## src/rtl/axis_lb_pkg.sv

```systemverilog
// Shared types for the AXI-Stream loopback FIFO: applied mode and input framing state.
package axis_lb_pkg;

  typedef enum logic [1:0] {
    LB_LOOPBACK = 2'd0,
    LB_DROP     = 2'd1,
    LB_HOLD     = 2'd2
  } lb_mode_e;

  typedef enum logic {
    IN_IDLE  = 1'b0,
    IN_FRAME = 1'b1
  } in_state_e;

  // Encoding 3 is treated as HOLD, the safe choice for an undefined request.
  function automatic lb_mode_e decode_mode(input logic [1:0] req);
    case (req)
      2'd0:    return LB_LOOPBACK;
      2'd1:    return LB_DROP;
      default: return LB_HOLD;
    endcase
  endfunction

endpackage

```

## src/rtl/axis_sync_fifo.sv

```systemverilog
// Synchronous FIFO with first-word-fall-through registered output; level counts the output register.
module axis_sync_fifo #(
  parameter int unsigned WIDTH = 73,
  parameter int unsigned DEPTH = 16
) (
  input  logic                     clk,
  input  logic                     reset,
  input  logic [WIDTH-1:0]         i_wr_data,
  input  logic                     i_wr_en,
  output logic [WIDTH-1:0]         o_rd_data,
  output logic                     o_rd_valid,
  input  logic                     i_rd_ready,
  output logic                     o_full,
  output logic [$clog2(DEPTH):0]   o_level
);

  localparam int unsigned PTR_W = $clog2(DEPTH);
  localparam int unsigned LVL_W = PTR_W + 1;

  logic [WIDTH-1:0] r_mem [DEPTH];
  logic [PTR_W-1:0] r_wr_ptr;
  logic [PTR_W-1:0] r_rd_ptr;
  logic [LVL_W-1:0] r_mem_cnt;
  logic [LVL_W-1:0] r_level;
  logic [WIDTH-1:0] r_out_data;
  logic             r_out_valid;

  logic w_load;
  logic w_mem_empty;
  logic w_mem_rd;
  logic w_bypass;
  logic w_mem_wr;
  logic w_rd;

  // Output register refills whenever it is empty or being consumed; an empty memory lets writes bypass.
  assign w_mem_empty = (r_mem_cnt == '0);
  assign w_load      = !r_out_valid || i_rd_ready;
  assign w_mem_rd    = w_load && !w_mem_empty;
  assign w_bypass    = w_load && w_mem_empty && i_wr_en;
  assign w_mem_wr    = i_wr_en && !w_bypass;
  assign w_rd        = r_out_valid && i_rd_ready;

  always_ff @(posedge clk) begin
    if (reset) begin
      r_wr_ptr    <= '0;
      r_rd_ptr    <= '0;
      r_mem_cnt   <= '0;
      r_level     <= '0;
      r_out_data  <= '0;
      r_out_valid <= 1'b0;
    end else begin
      if (w_mem_wr) r_wr_ptr <= r_wr_ptr + PTR_W'(1);
      if (w_mem_rd) r_rd_ptr <= r_rd_ptr + PTR_W'(1);
      r_mem_cnt <= r_mem_cnt + LVL_W'(w_mem_wr) - LVL_W'(w_mem_rd);
      r_level   <= r_level + LVL_W'(i_wr_en) - LVL_W'(w_rd);
      if (w_mem_rd) begin
        r_out_data  <= r_mem[r_rd_ptr];
        r_out_valid <= 1'b1;
      end else if (w_bypass) begin
        r_out_data  <= i_wr_data;
        r_out_valid <= 1'b1;
      end else if (w_load) begin
        r_out_valid <= 1'b0;
      end
    end
  end

  // Storage needs no reset; pointers and counts define what is valid.
  always_ff @(posedge clk) begin
    if (w_mem_wr) r_mem[r_wr_ptr] <= i_wr_data;
  end

  assign o_rd_data  = r_out_data;
  assign o_rd_valid = r_out_valid;
  assign o_level    = r_level;
  assign o_full     = (r_level == LVL_W'(DEPTH));

endmodule

```

## src/rtl/axis_loopback_fifo.sv

```systemverilog
// AXI-Stream loopback: frame-safe mode switching (loopback/drop/hold), tready gating and frame counters
// in front of a FWFT FIFO.
module axis_loopback_fifo
  import axis_lb_pkg::*;
#(
  parameter int unsigned DATA_W = 64,
  parameter int unsigned KEEP_W = DATA_W / 8,
  parameter int unsigned DEPTH  = 16,
  parameter int unsigned CNT_W  = 32
) (
  input  logic                     clk156,
  input  logic                     reset,
  input  logic [1:0]               mode_req,
  output logic [1:0]               mode_act,
  input  logic [DATA_W-1:0]        tx_axis_tdata,
  input  logic [KEEP_W-1:0]        tx_axis_tkeep,
  input  logic                     tx_axis_tvalid,
  output logic                     tx_axis_tready,
  input  logic                     tx_axis_tlast,
  output logic [DATA_W-1:0]        rx_axis_tdata,
  output logic [KEEP_W-1:0]        rx_axis_tkeep,
  output logic                     rx_axis_tvalid,
  input  logic                     rx_axis_tready,
  output logic                     rx_axis_tlast,
  output logic [$clog2(DEPTH):0]   fifo_level,
  output logic [CNT_W-1:0]         tx_frames,
  output logic [CNT_W-1:0]         rx_frames,
  output logic [CNT_W-1:0]         drop_frames
);

  localparam int unsigned FIFO_W = DATA_W + KEEP_W + 1;

  lb_mode_e         r_mode_act;
  in_state_e        r_state;
  logic [CNT_W-1:0] r_tx_frames;
  logic [CNT_W-1:0] r_rx_frames;
  logic [CNT_W-1:0] r_drop_frames;

  logic              w_full;
  logic              w_tready;
  logic              w_tx_acc;
  logic              w_fifo_wr;
  logic              w_rx_acc;
  logic              w_mode_upd;
  logic [FIFO_W-1:0] w_fifo_out;
  logic              w_fifo_valid;

  // Ready depends only on registered mode/level (and reset), never on tvalid.
  always_comb begin
    w_tready = 1'b0;
    if (!reset) begin
      case (r_mode_act)
        LB_LOOPBACK: w_tready = !w_full;
        LB_DROP:     w_tready = 1'b1;
        default:     w_tready = 1'b0;
      endcase
    end
  end

  assign w_tx_acc  = tx_axis_tvalid && w_tready;
  assign w_fifo_wr = w_tx_acc && (r_mode_act == LB_LOOPBACK);
  assign w_rx_acc  = w_fifo_valid && rx_axis_tready;

  // Mode may change between frames only: idle without a frame starting now, or on the closing beat.
  assign w_mode_upd = ((r_state == IN_IDLE) && !(w_tx_acc && !tx_axis_tlast)) ||
                      (w_tx_acc && tx_axis_tlast);

  always_ff @(posedge clk156) begin
    if (reset) begin
      r_state       <= IN_IDLE;
      r_mode_act    <= LB_LOOPBACK;
      r_tx_frames   <= '0;
      r_rx_frames   <= '0;
      r_drop_frames <= '0;
    end else begin
      if (w_tx_acc) begin
        if (tx_axis_tlast) r_state <= IN_IDLE;
        else               r_state <= IN_FRAME;
      end
      if (w_mode_upd) r_mode_act <= decode_mode(mode_req);
      if (w_fifo_wr && tx_axis_tlast)
        r_tx_frames <= r_tx_frames + CNT_W'(1);
      if (w_tx_acc && tx_axis_tlast && (r_mode_act == LB_DROP))
        r_drop_frames <= r_drop_frames + CNT_W'(1);
      if (w_rx_acc && w_fifo_out[0])
        r_rx_frames <= r_rx_frames + CNT_W'(1);
    end
  end

  axis_sync_fifo #(
    .WIDTH (FIFO_W),
    .DEPTH (DEPTH)
  ) u_fifo (
    .clk        (clk156),
    .reset      (reset),
    .i_wr_data  ({tx_axis_tdata, tx_axis_tkeep, tx_axis_tlast}),
    .i_wr_en    (w_fifo_wr),
    .o_rd_data  (w_fifo_out),
    .o_rd_valid (w_fifo_valid),
    .i_rd_ready (rx_axis_tready),
    .o_full     (w_full),
    .o_level    (fifo_level)
  );

  assign tx_axis_tready = w_tready;
  assign mode_act       = r_mode_act;
  assign rx_axis_tdata  = w_fifo_out[FIFO_W-1 -: DATA_W];
  assign rx_axis_tkeep  = w_fifo_out[KEEP_W:1];
  assign rx_axis_tlast  = w_fifo_out[0];
  assign rx_axis_tvalid = w_fifo_valid;
  assign tx_frames      = r_tx_frames;
  assign rx_frames      = r_rx_frames;
  assign drop_frames    = r_drop_frames;

endmodule

```

## config.mk

```make
export PLATFORM = sky130hd
export DESIGN_NAME = axis_loopback_fifo
export DESIGN_NICKNAME = d
export VERILOG_FILES = /design/src/rtl/axis_lb_pkg.sv /design/src/rtl/axis_sync_fifo.sv /design/src/rtl/axis_loopback_fifo.sv
export SDC_FILE = /design/constraint.sdc
export NUM_CORES = 1
export LEC_CHECK = 0
export BUFFER_PORTS_ARGS = -buffer_cell sky130_fd_sc_hd__buf_2
export CAP_MARGIN = 40
export CORE_UTILIZATION = 60
export CTS_BUF_LIST = sky130_fd_sc_hd__clkbuf_4
export DETAILED_ROUTE_END_ITERATION = 16
export PLACE_DENSITY_LB_ADDON = 0.25
export SYNTH_ARGS = -nofsm -noshare
export SYNTH_HDL_FRONTEND = slang
export SYNTH_SLANG_ARGS = --single-unit
```

## constraint.sdc

```tcl
create_clock -name clk156 -period 12.5 [get_ports clk156]
set_input_delay 1.875 -clock clk156 [delete_from_list [all_inputs] [get_ports clk156]]
set_output_delay 1.875 -clock clk156 [all_outputs]
set_load 0.01 [all_outputs]
```

==> reports/results.txt <==
Number of top-level pins -> 257
Most common cell after layout, fill and taps aside -> edfxtp_1
RSZ-0062 raised after global routing -> false
Overall routed net length -> 122,000 um
Clock sinks -> 1,363
Max FO, Critical Path -> 76
First-pass GRT wire length -> 183,000 um
Post-place setup slack -> 6.67 ns
Part of the cycle the worst path needs -> 38.2%
Hold buffers post-CTS -> 0
Die ar. -> 88,800 um^2
Area Overhead vs Synth -> 13.7%
Internal power consumption -> 8200 uW
Transition time of the tightest slew-check pin -> 0.963 ns
Vias in the first global route -> 30.4k
Crit end category -> flop
Flop and latch count out of synthesis -> 1,363
Post-cts resize count -> 0
Unique cell type count in the Yosys netlist -> 52
Finish-stage setup viols -> 0
Number of enable-type register cells in the synthesized netlist -> 1,168
Starting Density -> 60.6%
# H-tree levels -> 5
Combined area of all synthesized cells -> 52,600 um^2
Nature of the critical path startpoint -> input pin
Cell chain of the critical path -> buf_6, or4b_1, a211oi_4, nand2_1, nor2_4, buf_4
Die span in y -> 298 um
Final routed DRC violation total -> 0
Most common flop cell mapped by yosys -> edfxtp_1
Worst slew margin -> 35.8%
Max Cap Violations -> 0
Async set-reset flop share out of synthesis -> 0%
Count of warnings emitted by yosys -> 0
Buffer and inverter count on the worst path -> 2
Routed wirelength normalized by instance count -> 25.8 um
Row count -> 108
Max Transition Viols Final -> 0
Crit path max-delay cell type -> buf_4
Worst-path clk slew -> 0.06 ns
Combinational Power Share -> 22.5%
Overall global routing resource usage -> 27.8%
Pwr per Cell Area -> 193 nW/um^2
Clk Latency, worst-skew pair -> 1.18 ns
Peak clock frequency supported by timing -> 0.209 GHz
Final-layout worst hold slack -> 0.500 ns
Antenna violations before repair -> 10
Port Buffer Count -> 256
Number of fill cells -> 5,544
Register area share after synthesis -> 74.1%
Width of the die -> 298 um
Final TNS setup -> 0 ns
Number of design-rule violations left by the first detailed-router iteration -> 3,088
Placed insts -> 4,111
Detailed placement HPWL -> 69,300 um
CTS tree -> built
Number of instances in the synthesized netlist -> 2,805
Worst setup slack after layout -> 7.73 ns
Path class of the lowest-slack min-delay path -> reg -> reg
Share of power burned in the clock network -> 31.4%
Peak per-stage delay on the critical path -> 0.80 ns
Worst clock skew on the final layout -> 0.117 ns
Required @ worst endpoint -> 13.20 ns
Maximum count of clock buffers along a single path -> 4
Filler-free cell count of the finished design -> 4,722
Number of hold violations in the final report -> 0
Average vias per placed instance -> 6.24
Status -> finished, final reports clean
Area of the core region -> 86,800 um^2
Layout Utilization -> 68.9%
GRT overflow -> 0
Final critical path time including I/O delays and setup -> 4.77 ns
Maximum VDD drop -> 0.000145 V
Post-Syn Nets -> 2,906
Cell at the root of the clock tree -> clkbuf_4
Pleak -> 0.0198 uW
Kind of cell with the highest combined delay on the critical path -> simple AND/OR/NAND/NOR gates
Final GP Congestion -> 0.843
# Post-CTS Setup Buffers -> 0
Count of TritonRoute iterations in the first routing pass -> 5
Number of nets at the end of the flow -> 3,406
Largest net degree at the start of global routing -> 144
Type of the worst setup path -> in -> reg
Fraction of final layout cells sized beyond drive strength 1 -> 34.6%
Arrival time at the worst endpoint -> 5.48 ns
Switching share of power -> 29.1%
Flop pwr share -> 46.0%
Net switching power -> 3360 uW
Mapped Avg Cell Area -> 18.7 um^2
Antenna viol nets, final -> 0
Total CTS buffers -> 347
Vias post-DR -> 29.5k
Commonest cells after routing, fill and taps aside -> 1,168 x edfxtp_1, 505 x clkbuf_4, 287 x mux4_2
==> cell type report <==
type / instances / area (um^2) / area share (%)
flip-flops and latches: 1363 / 39000 / 65.2
multi-input cells: 1248 / 12900 / 21.6
clock buffers: 505 / 3790 / 6.34
repair buffers: 312 / 2020 / 3.37
well taps: 1155 / 1450 / 2.42
clock inverters: 102 / 489 / 0.818
inverters: 33 / 124 / 0.207
diodes: 4 / 10.0 / 0.0167
==> path summary, 6_finish.rpt <==
path	from	endpoint	slack (ns)	cells past startpoint
hold / removal	rx_frames[7]	rx_frames[7]	0.50	2
setup reg to reg	u_fifo.r_mem_cnt[2]	u_fifo.o_rd_data[67]	8.10	11
hold reg to reg	rx_frames[7]	rx_frames[7]	0.50	2
setup / recovery	reset	u_fifo.r_mem[12][71]	7.73	6
==> power by group through the flow <==
stage               combinational (uW)  clock [uW]  sequential (uW)
floorplan                         1780           0             5370
global placement                  2500           0             5450
detailed placement                2610           0             5420
CTS                               2620        3710             5320
global route                      2780        3960             5340
finish                            2600        3630             5320
==> registers in the layout, summed over array words and instances (netlist names), named ones only <==
name / flops
drop_frames: 32
mode_act: 2
r_state: 1
rx_frames: 32
tx_frames: 32
u_fifo.o_level: 5
u_fifo.o_rd_data: 73
u_fifo.o_rd_valid: 1
u_fifo.r_mem: 1168
u_fifo.r_mem_cnt: 5
u_fifo.r_rd_ptr: 4
u_fifo.r_wr_ptr: 4
==> logic make-up after synthesis <==
logic type,after synthesis,synth area share (%)
AND/OR/NAND/NOR,498,4.66
AO/OA/AOI/OAI,267,3.55
multiplexers,367,14.0
XOR/XNOR,94,1.57
flip-flops,1363,74.1
buffers and inverters,194,1.55
adder cells (fa/ha/maj),22,0.552
==> worst register-to-register path: cells and delay by family (launching register included) <==
family | cells | cell delay [ns]
buffers and inverters | 5 | 2.04
AND/OR/NAND/NOR | 2 | 1.08
AO/OA/AOI/OAI | 3 | 0.69
flip-flops | 1 | 0.31
adder cells (fa/ha/maj) | 1 | 0.16
==> cells in the mapped netlist (3+ instances only) <==
cell,instances,area (um^2)
a22oi_1,71,533
a311oi_1,72,631
buf_1,12,45.0
buf_4,3,22.5
ha_1,20,250
nand3_1,33,165
mux2i_1,9,90.1
a21oi_1,91,455
and2_1,11,68.8
o21ai_0,12,60.1
or3_1,12,75.1
a21o_1,3,22.5
clkbuf_1,92,345
xor2_1,40,350
a31oi_1,6,37.5
mux4_2,287,6460
and3_1,11,68.8
edfxtp_1,1168,35100
nor4_1,26,163
a2111oi_0,5,43.8
mux2_2,71,800
nor4b_1,3,26.3
nand2_1,109,409
xnor2_1,54,473
nand2b_1,3,18.8
dfxtp_1,195,3900
nor2b_1,10,62.6
inv_1,32,120
buf_2,53,265
and4_1,17,149
nor3_1,23,115
nor2_1,193,724
nand4_1,32,200
==> routing by layer <==
metal  vias to the layer above  GRT usage [%]  part of all wire [%]
met5                         -              0                 0.031
met4                         6           8.90                   1.7
met3                       171           7.01                   9.1
met2                      1561           46.1                    51
met1                     15100           36.3                    38
li1                      12600              -                     -
==> per-stage QoR <==
stage	cell area (um^2)	total power, uW
2_1_floorplan	52600	7150
3_3_place_gp	55100	7950
3_5_place_dp	55500	8020
4_1_cts	59800	11700
5_1_grt	59800	12100
6_report	59800	11600
Power figures use the tool's default switching activity.
